===== src/rtl/fft_stage02_pkg.sv =====
// fft_stage02_pkg: shared constants, types and elaboration-time helpers for
// the stage-02 twiddle sequencer of the 512-point, 16-path FFT.
//   tw_exp(b, p)   : twiddle exponent for block b, path p.
//   tw_cos_sin(e)  : rounded Q1.7 twiddle pair for exponent e (elaboration only).
package fft_stage02_pkg;

   localparam int unsigned N_POINT          = 512;
   localparam int unsigned TW_SPAN          = 64;
   localparam int unsigned NUM_PATHS        = 16;
   localparam int unsigned BLOCKS_PER_FRAME = N_POINT / NUM_PATHS;
   localparam int unsigned BLK_W            = $clog2(BLOCKS_PER_FRAME);

   typedef logic signed [8:0] tw_t;

   typedef struct packed {
      tw_t re;
      tw_t im;
   } tw_pair_t;

   // Fixed-point scale used by the elaboration-time sine/cosine series.
   localparam longint TRIG_S = 64'sd268435456;  // 2^28
   localparam longint PI_S   = 64'sd843314857;  // round(pi * 2^28)

   function automatic int unsigned tw_exp(input int unsigned b, input int unsigned p);
      int unsigned n;
      n = b * NUM_PATHS + p;
      return ((n % TW_SPAN) * (n / TW_SPAN)) % N_POINT;
   endfunction

   // Returns (round(128*cos(2*pi*e/N)), round(-128*sin(2*pi*e/N))), half away
   // from zero. The angle is folded into the first quadrant so the Taylor
   // series only ever sees phi in [0, pi/2) and both results are non-negative
   // before the quadrant signs are applied.
   function automatic tw_pair_t tw_cos_sin(input int unsigned e);
      int unsigned q;
      int unsigned k;
      longint      x;
      longint      term_s;
      longint      term_c;
      longint      sum_s;
      longint      sum_c;
      longint      s;
      longint      c;
      tw_pair_t    pr;
      q      = (e % N_POINT) / (N_POINT / 4);
      k      = e % (N_POINT / 4);
      x      = (longint'(k) * PI_S) / longint'(N_POINT / 2);
      term_s = x;
      sum_s  = x;
      term_c = TRIG_S;
      sum_c  = TRIG_S;
      for (int i = 1; i <= 12; i++) begin
         term_s = -(((term_s * x) / TRIG_S) * x) / (TRIG_S * longint'((2 * i) * (2 * i + 1)));
         term_c = -(((term_c * x) / TRIG_S) * x) / (TRIG_S * longint'((2 * i - 1) * (2 * i)));
         sum_s  = sum_s + term_s;
         sum_c  = sum_c + term_c;
      end
      s = (128 * sum_s + TRIG_S / 2) / TRIG_S;
      c = (128 * sum_c + TRIG_S / 2) / TRIG_S;
      case (q)
         0:       begin pr.re = tw_t'(c);  pr.im = tw_t'(-s); end
         1:       begin pr.re = tw_t'(-s); pr.im = tw_t'(-c); end
         2:       begin pr.re = tw_t'(-c); pr.im = tw_t'(s);  end
         default: begin pr.re = tw_t'(s);  pr.im = tw_t'(c);  end
      endcase
      return pr;
   endfunction

endpackage


===== src/rtl/tw_rom_path.sv =====
// tw_rom_path: constant 32-entry twiddle table for one datapath lane, with a
// registered output.
//   clk, rst : clock, synchronous active-high reset (clears outputs)
//   en       : load a new entry this cycle; outputs hold otherwise
//   addr     : block index b
//   re, im   : registered twiddle pair for (b, PATH_IDX)
module tw_rom_path
   import fft_stage02_pkg::*;
#(
   parameter int unsigned PATH_IDX = 0
) (
   input  logic             clk,
   input  logic             rst,
   input  logic             en,
   input  logic [BLK_W-1:0] addr,
   output tw_t              re,
   output tw_t              im
);

   tw_pair_t rom [BLOCKS_PER_FRAME];

   for (genvar i = 0; i < BLOCKS_PER_FRAME; i++) begin : g_entry
      localparam tw_pair_t ENTRY = tw_cos_sin(tw_exp(i, PATH_IDX));
      assign rom[i] = ENTRY;
   end

   always_ff @(posedge clk) begin
      if (rst) begin
         re <= '0;
         im <= '0;
      end else if (en) begin
         re <= rom[addr].re;
         im <= rom[addr].im;
      end
   end

endmodule


===== src/rtl/twiddle_seq_02.sv =====
// twiddle_seq_02: stage-02 twiddle sequencer. Counts beats within a frame and
// presents each beat's butterfly data together with its 16 twiddles one cycle
// later, aligned for the stage-02 complex multiplier.
//   clk, rst            : clock, synchronous active-high reset
//   din_valid           : butterfly beat present
//   frame_start         : current valid beat is block 0
//   bfly_re, bfly_im    : per-path butterfly samples
//   bfly_re_d, bfly_im_d: samples delayed one cycle
//   tw_re, tw_im        : per-path twiddles (Q1.7)
//   tw_valid            : outputs carry a beat
//   blk_idx             : block index of the output beat
//   frame_done          : pulse with the output beat of the last block
module twiddle_seq_02
   import fft_stage02_pkg::*;
#(
   parameter int unsigned NUM_PARALLEL_PATHS = 16,
   parameter int unsigned DATA_IN_WIDTH      = 13,
   parameter int unsigned TW_WIDTH           = 9
) (
   input  logic                            clk,
   input  logic                            rst,
   input  logic                            din_valid,
   input  logic                            frame_start,
   input  logic signed [DATA_IN_WIDTH-1:0] bfly_re   [NUM_PARALLEL_PATHS],
   input  logic signed [DATA_IN_WIDTH-1:0] bfly_im   [NUM_PARALLEL_PATHS],
   output logic signed [DATA_IN_WIDTH-1:0] bfly_re_d [NUM_PARALLEL_PATHS],
   output logic signed [DATA_IN_WIDTH-1:0] bfly_im_d [NUM_PARALLEL_PATHS],
   output logic signed [TW_WIDTH-1:0]      tw_re     [NUM_PARALLEL_PATHS],
   output logic signed [TW_WIDTH-1:0]      tw_im     [NUM_PARALLEL_PATHS],
   output logic                            tw_valid,
   output logic [BLK_W-1:0]                blk_idx,
   output logic                            frame_done
);

   logic [BLK_W-1:0] cnt_q;
   logic [BLK_W-1:0] blk_b;

   // frame_start only matters on a valid beat; it forces that beat to block 0.
   assign blk_b = frame_start ? '0 : cnt_q;

   always_ff @(posedge clk) begin
      if (rst) begin
         cnt_q      <= '0;
         tw_valid   <= 1'b0;
         frame_done <= 1'b0;
         blk_idx    <= '0;
         for (int p = 0; p < NUM_PARALLEL_PATHS; p++) begin
            bfly_re_d[p] <= '0;
            bfly_im_d[p] <= '0;
         end
      end else if (din_valid) begin
         cnt_q      <= blk_b + 1'b1;  // natural 5-bit wrap after the last block
         tw_valid   <= 1'b1;
         frame_done <= (blk_b == BLK_W'(BLOCKS_PER_FRAME - 1));
         blk_idx    <= blk_b;
         for (int p = 0; p < NUM_PARALLEL_PATHS; p++) begin
            bfly_re_d[p] <= bfly_re[p];
            bfly_im_d[p] <= bfly_im[p];
         end
      end else begin
         // Data and twiddles hold; consumers qualify them with tw_valid.
         tw_valid   <= 1'b0;
         frame_done <= 1'b0;
      end
   end

   for (genvar p = 0; p < NUM_PARALLEL_PATHS; p++) begin : g_path
      tw_rom_path #(
         .PATH_IDX (p)
      ) u_rom (
         .clk  (clk),
         .rst  (rst),
         .en   (din_valid),
         .addr (blk_b),
         .re   (tw_re[p]),
         .im   (tw_im[p])
      );
   end

endmodule


===== config.mk =====
export PLATFORM = sky130hd
export DESIGN_NAME = twiddle_seq_02
export DESIGN_NICKNAME = d
export VERILOG_FILES = /design/src/rtl/fft_stage02_pkg.sv /design/src/rtl/tw_rom_path.sv /design/src/rtl/twiddle_seq_02.sv
export SDC_FILE = /design/constraint.sdc
export NUM_CORES = 1
export LEC_CHECK = 0
export CAP_MARGIN = 10
export CELL_PAD_IN_SITES_DETAIL_PLACEMENT = 2
export CELL_PAD_IN_SITES_GLOBAL_PLACEMENT = 2
export CORE_AREA = 2 2 444 446
export CTS_CLUSTER_DIAMETER = 40
export DETAILED_ROUTE_END_ITERATION = 12
export DIE_AREA = 0 0 446 448
export PLACE_DENSITY_LB_ADDON = 0.1
export SYNTH_ARGS = -nofsm -noshare
export SYNTH_HDL_FRONTEND = slang
export SYNTH_HIERARCHICAL = 1
export SYNTH_SLANG_ARGS = --single-unit

===== constraint.sdc =====
create_clock -name clk -period 10.5 [get_ports clk]
set_input_delay 1.575 -clock clk [delete_from_list [all_inputs] [get_ports clk]]
set_output_delay 1.575 -clock clk [all_outputs]
set_load 0.1 [all_outputs]

* Yosys cells after proc, flatten, opt, wreduce, memory -nomap -nowiden
Memories as Yosys holds them, arrays and structs flattened. A register that Yosys moved wholly into a read port is not among the register bits. Index checks and enable logic that the tools add are counted.
Storage, ports and cells: flip-flop bits (word level) 428, RAM bits 0, word-level logic and storage cells 59, bits in latches 0, memories 16, bits in read-only memories 9216
Cells by class: equal/unequal tests 1, shift-type cells 0, magnitude comparators 0, bitwise gates (word level) 2, $add $sub $neg 1, muxes and demuxes 2, multipliers 0, divide/modulo/power cells 0, reductions and logical operators 1
Memories:
- (name not given) | words 32, bits a word 18, read ports 1, clocked after Yosys merged registers in 1, write ports 0, RTL line tw_rom_path.sv:32 | re <= rom[addr].re;
- (name not given) | words 32, bits a word 18, read ports 1, clocked after Yosys merged registers in 1, write ports 0, RTL line tw_rom_path.sv:32
- (name not given) | words 32, bits a word 18, read ports 1, clocked after Yosys merged registers in 1, write ports 0, RTL line tw_rom_path.sv:32
- (name not given) | words 32, bits a word 18, read ports 1, clocked after Yosys merged registers in 1, write ports 0, RTL line tw_rom_path.sv:32
- (name not given) | words 32, bits a word 18, read ports 1, clocked after Yosys merged registers in 1, write ports 0, RTL line tw_rom_path.sv:32
- (name not given) | words 32, bits a word 18, read ports 1, clocked after Yosys merged registers in 1, write ports 0, RTL line tw_rom_path.sv:32
- +10 memories
Operator list (number):
- 5-bit NOT with 6-bit output | 1
- 5-bit by 1-bit adder with 5-bit output, second input constant | 1
- 5-bit equality test, second input constant | 1
- 5-bit 2-to-1 mux | 1
- 2-bit OR reduction | 1
- 1-bit 2-to-1 mux | 1
- 1-bit NOT | 1

* Logic depth before layout (Yosys ltp)
word-level depth 2, depth in mapped cells 9

* Modules after synthesis
The synthesis kept the hierarchy.
Modules (own cells, without submodules):
- twiddle_seq_02 | instances 1, area an instance 15094.5 um^2, sequential area each 8568.2 um^2, cells each 1392
- tw_rom_path at g_path[6].u_rom | instances 1, area an instance 1540.2 um^2, sequential area each 360.3 um^2, cells each 192
- tw_rom_path at g_path[3].u_rom | instances 1, area an instance 1496.4 um^2, sequential area each 340.3 um^2, cells each 188
- tw_rom_path at g_path[15].u_rom | instances 1, area an instance 1492.7 um^2, sequential area each 360.3 um^2, cells each 192
- tw_rom_path at g_path[5].u_rom | instances 1, area an instance 1485.2 um^2, sequential area each 340.3 um^2, cells each 191
- tw_rom_path at g_path[12].u_rom | instances 1, area an instance 1473.9 um^2, sequential area each 340.3 um^2, cells each 190
- tw_rom_path at g_path[7].u_rom | instances 1, area an instance 1457.6 um^2, sequential area each 360.3 um^2, cells each 196
- tw_rom_path at g_path[8].u_rom | instances 1, area an instance 1457.6 um^2, sequential area each 340.3 um^2, cells each 198
- tw_rom_path at g_path[14].u_rom | instances 1, area an instance 1447.6 um^2, sequential area each 340.3 um^2, cells each 187
- tw_rom_path at g_path[4].u_rom | instances 1, area an instance 1431.4 um^2, sequential area each 340.3 um^2, cells each 183
- tw_rom_path at g_path[13].u_rom | instances 1, area an instance 1425.1 um^2, sequential area each 340.3 um^2, cells each 184
- tw_rom_path at g_path[10].u_rom | instances 1, area an instance 1418.9 um^2, sequential area each 340.3 um^2, cells each 182
- tw_rom_path at g_path[9].u_rom | instances 1, area an instance 1416.4 um^2, sequential area each 340.3 um^2, cells each 178
- tw_rom_path at g_path[2].u_rom | instances 1, area an instance 1408.9 um^2, sequential area each 340.3 um^2, cells each 183
- +3 rows

* Worst setup path after synthesis
Ideal clock, no wire load.
path kind input to register, start point input port frame_start, end point register g_path[8].u_rom.re[7], slack 0.797 ns, buffers on the path 1, setup time 0.086 ns, arrival 9.617 ns, cell stages on the path 8, data required time 10.414 ns, cells stage by stage nor2b_1 inv_1 ha_1 clkbuf_1 nand2_1 a31oi_1 a21oi_1 a211oi_1
On the way: longest elaborated chain between the ends 2
RTL lines:
- start: declaration | RTL line twiddle_seq_02.sv:23 | input logic frame_start,
- 5-bit 2-to-1 mux | RTL line twiddle_seq_02.sv:39 | assign blk_b = frame_start ? '0 : cnt_q;
- 5-bit NOT with 6-bit output (not written as such) | RTL line tw_rom_path.sv:32
- end: declaration | RTL line tw_rom_path.sv:16 | output tw_t re,
Every way passes these cells. A chain may end at the register's enable or synchronous reset.

* Worst setup path in the final report
start point input port frame_start, end point register g_path[5].u_rom.im[5]
On the way: longest elaborated chain between the ends 2
RTL lines:
- 5-bit 2-to-1 mux | RTL line twiddle_seq_02.sv:39
- via blk_b[1] | RTL line twiddle_seq_02.sv:36 | logic [BLK_W-1:0] blk_b;
- 5-bit NOT with 6-bit output (not written as such) | RTL line tw_rom_path.sv:33 | im <= rom[addr].im;
- end: declaration | RTL line tw_rom_path.sv:17 | output tw_t im
The timed path passes the listed nets, and every way through them passes these cells.

==> metrics <==
largest net degree at the start of global routing 179; dpl ws 4.63 ns; Worst path slowest cell clkdlybuf4s50_1; Most common cell on crit path buf_4; Multi-input gate area 0.0213 mm^2; Post-DP HPWL 158000 um; area occupied by registers 0.0141 mm^2; design area 0.0570 mm^2; Max Fanout on Critical Path 51; Synthesized Nets just under 5k; GR Util met1 25.2%; maxcap violations 0; Fillers 21.7k; Chip Height 448 um; reg2reg start cnt_q[1]$_SDFFE_PP0P_; post-CTS sizing 0; CTS tree yes; DRC 0; first-pass GRT wire length 299000 um; GRT Max-Usage Layer met2; Reg2Reg Depth 9; layout cell share with drive strength beyond 1 9.69%; DRT antenna net count 0; #FFs+latches synth 703; Fin Clk Skew 0.0201 ns; RSZ-0062 raised after global routing no; initial DRC count 1847; H-tree depth 4; vias per cell between 4 and 5; DRT Pass-1 Iters 5; die area 0.200 mm^2; fin nets slightly below 6k; worst vdd ir roughly 0.12 mV; Initial Util 19.6%; postcts setup bufs 0; Synth Area per Inst around 8.7 um^2; clock root cell clkbuf_16; fmax between 0.2 and 0.25 GHz; met3 global-route usage 5.11%; clk sinks 703; DR vias around 37k; met2 Track Usage GR 34.7%; CTS Buffer Depth 3; total gr overflow 0; CP Buf/Inv Count 4; WHS Path Cells 1; Final min period 4.96 ns; Final Util 29.3%; ys async rst share 0%; hold buffers post-CTS 0; CP delay by family, top buffers and inverters; worst path setup slack after routing about 5.5 ns; hold-critical path endpoint g_path[6].u_rom/im[7]$_SDFFE_PP0P_; Hold WS 0.453 ns; TritonCTS Buffers 181; slew margin rel. 12.9%; Layout area overhead 49.4%; initial antenna violation count 51; number of global-route vias before repair 39.6k; detailed-route wire length per cell 26.4 um; setup tns final 0 ns; ys flop type dfxtp_1; Crit path required time 11.22 ns; hold path start g_path[6].u_rom/im[7]$_SDFFE_PP0P_; cell area after synthesis roughly 0.038 mm^2; Critical Path AT 5.68 ns; area post-placement just over 0.05 mm^2; reg-to-reg slack, setup 6.75 ns; WS Path Type input pin to flop; Ys Warns 6; Setup crit end kind flop; Core Area 0.195 mm^2; # IOs ~1.1k; Synth cell types 114; sequential area share after synthesis 36.9%; number of synthesized flops with an enable pin 0; Worst setup SP type input pin; r2r endpoint g_path[5].u_rom/im[5]$_SDFFE_PP0P_; final setup fails 0; worst hold-check path type flop to flop; Placer Congestion 0.792; Mapped Cells 4379; final hold vios 0; clock transition at the registers of the reported paths 0.05 ns; run status finished, final reports clean; power per cell area 187 mW/mm^2; fin crit share 47.2%; row cnt 162; IO buf count ~1.1k; biggest cell delay along the critical path 0.78 ns; Final Max Slew Viols 0; Slew @ Worst Pin 1.30 ns; LEAKAGE 21.6 nW; critical-path cell list clkdlybuf4s50_1 > nor2b_4 > buf_4 > buf_4 > inv_1 > ha_1 > or2_1 > a311oi_1 > a21oi_1 > a211oi_2; clk_lat worst skew 0.80 ns; Total GRT Usage 20.4%; Die Width approximately 450 um; final WL around 210000 um
-- final cells by class --
cell class	instances	area share (%)
multi-input combinational	3160	37.4
clock inverter	80	1.75
sequential	703	24.7
clock buffer	254	9.33
inverter	117	0.770
tap	2542	5.58
timing repair buffer	1174	20.4
antenna	13	0.0571
-- placed cells by master, fill, tap and decap left out, drive strengths merged, types with 45 or more instances in the layout --
cell,Yosys,final
clkdlybuf4s50,0,1054
o211ai,65,65
o21ai,182,182
a311oi,80,80
a21oi,211,211
clkinv,7,45
nand3,53,53
nand2b,184,184
mux2i,488,488
a211oi,92,92
nor2b,70,70
nor2,736,736
ha,144,144
nor3,71,71
nand2,220,220
dfxtp,703,703
inv,110,122
buf,271,120
clkbuf,128,254
-- per-stage QoR --
stage               instances  power [mW]
floorplan                4379        4.27
global placement         7696        4.94
detailed placement       7696        4.95
CTS                      8030        10.8
global route             8035        11.0
finish                   8043        10.6
-- registers in the layout, indices dropped and copies added (netlist names) --
| name | flops |
|---|---|
| bfly_im_d | 208 |
| bfly_re_d | 208 |
| g_path.u_rom/re | 144 |
| g_path.u_rom/im | 131 |
| blk_idx | 5 |
| cnt_q | 5 |
| frame_done | 1 |
| tw_valid | 1 |
-- synthesized netlist by cell type (12+ instances only) --
master	number	area, um^2
inv_1	96	360
a31oi_1	42	263
buf_2	123	616
o21ai_0	153	766
a311oi_1	74	648
o21ai_1	28	140
a21o_1	20	150
o22ai_1	32	200
buf_1	14	52.6
and2_1	13	81.3
nor4_1	13	81.3
buf_6	45	507
o32ai_1	31	272
nor3b_1	12	90.1
o221ai_1	23	201
o211ai_1	64	480
nand3b_1	15	113
a21oi_1	206	1030
nor3_1	70	350
clkbuf_1	123	462
o21a_1	15	113
ha_1	144	1800
dfxtp_1	703	14100
mux2i_1	488	4880
nor2b_1	68	425
a211oi_1	81	608
buf_4	86	646
o2111ai_1	16	140
nand2b_1	183	1140
nand3_1	53	265
a211o_1	17	149
nand2_1	217	815
a221oi_1	22	193
nor2_1	736	2760
o31ai_1	14	105
inv_2	14	52.6
-- how the worst max path moves through the flow --
stage | from | end | cells after the start
after floorplan | frame_start | g_path[8].u_rom/re[7]$_SDFFE_PP0P_ | 8
after global placement | frame_start | g_path[5].u_rom/im[5]$_SDFFE_PP0P_ | 10
after detailed placement | frame_start | g_path[5].u_rom/im[5]$_SDFFE_PP0P_ | 10
after CTS | frame_start | g_path[5].u_rom/im[5]$_SDFFE_PP0P_ | 10
after global routing | frame_start | g_path[5].u_rom/im[5]$_SDFFE_PP0P_ | 10
final | frame_start | g_path[5].u_rom/im[5]$_SDFFE_PP0P_ | 10
-- layer usage --
layer | vias to the layer above | part of all wire [%]
met4 | 14 | 2.7
met2 | 901 | 49
li1 | 17500 | -
met1 | 18700 | 43
met5 | - | 0.042
met3 | 286 | 5.3
-- kinds of logic after synthesis --
family	Yosys count	synth area share, %
flops	703	36.9
fa+ha+maj	145	4.75
compound gates	1021	18.9
simple gates	1463	17.7
mux	514	14.0
xor+xnor	17	0.410
buf+inv	516	7.38
-- worst reg2reg max path, cell delays in order (launching register included) --
cell,delay (ns)
dfxtp_1,0.45
nor2b_4,0.54
buf_4,0.61
buf_4,0.50
inv_1,0.19
ha_1,0.47
or2_1,0.30
a311oi_1,0.30
a21oi_1,0.08
a211oi_2,0.23
-- where the power goes --
group	switching (mW)	total, mW	internal (mW)
sequential	0.102	2.91	2.81
clock	1.88	5.76	3.88
combinational	1.44	1.97	0.528
No activity file was read; power rests on OpenSTA's default activity.
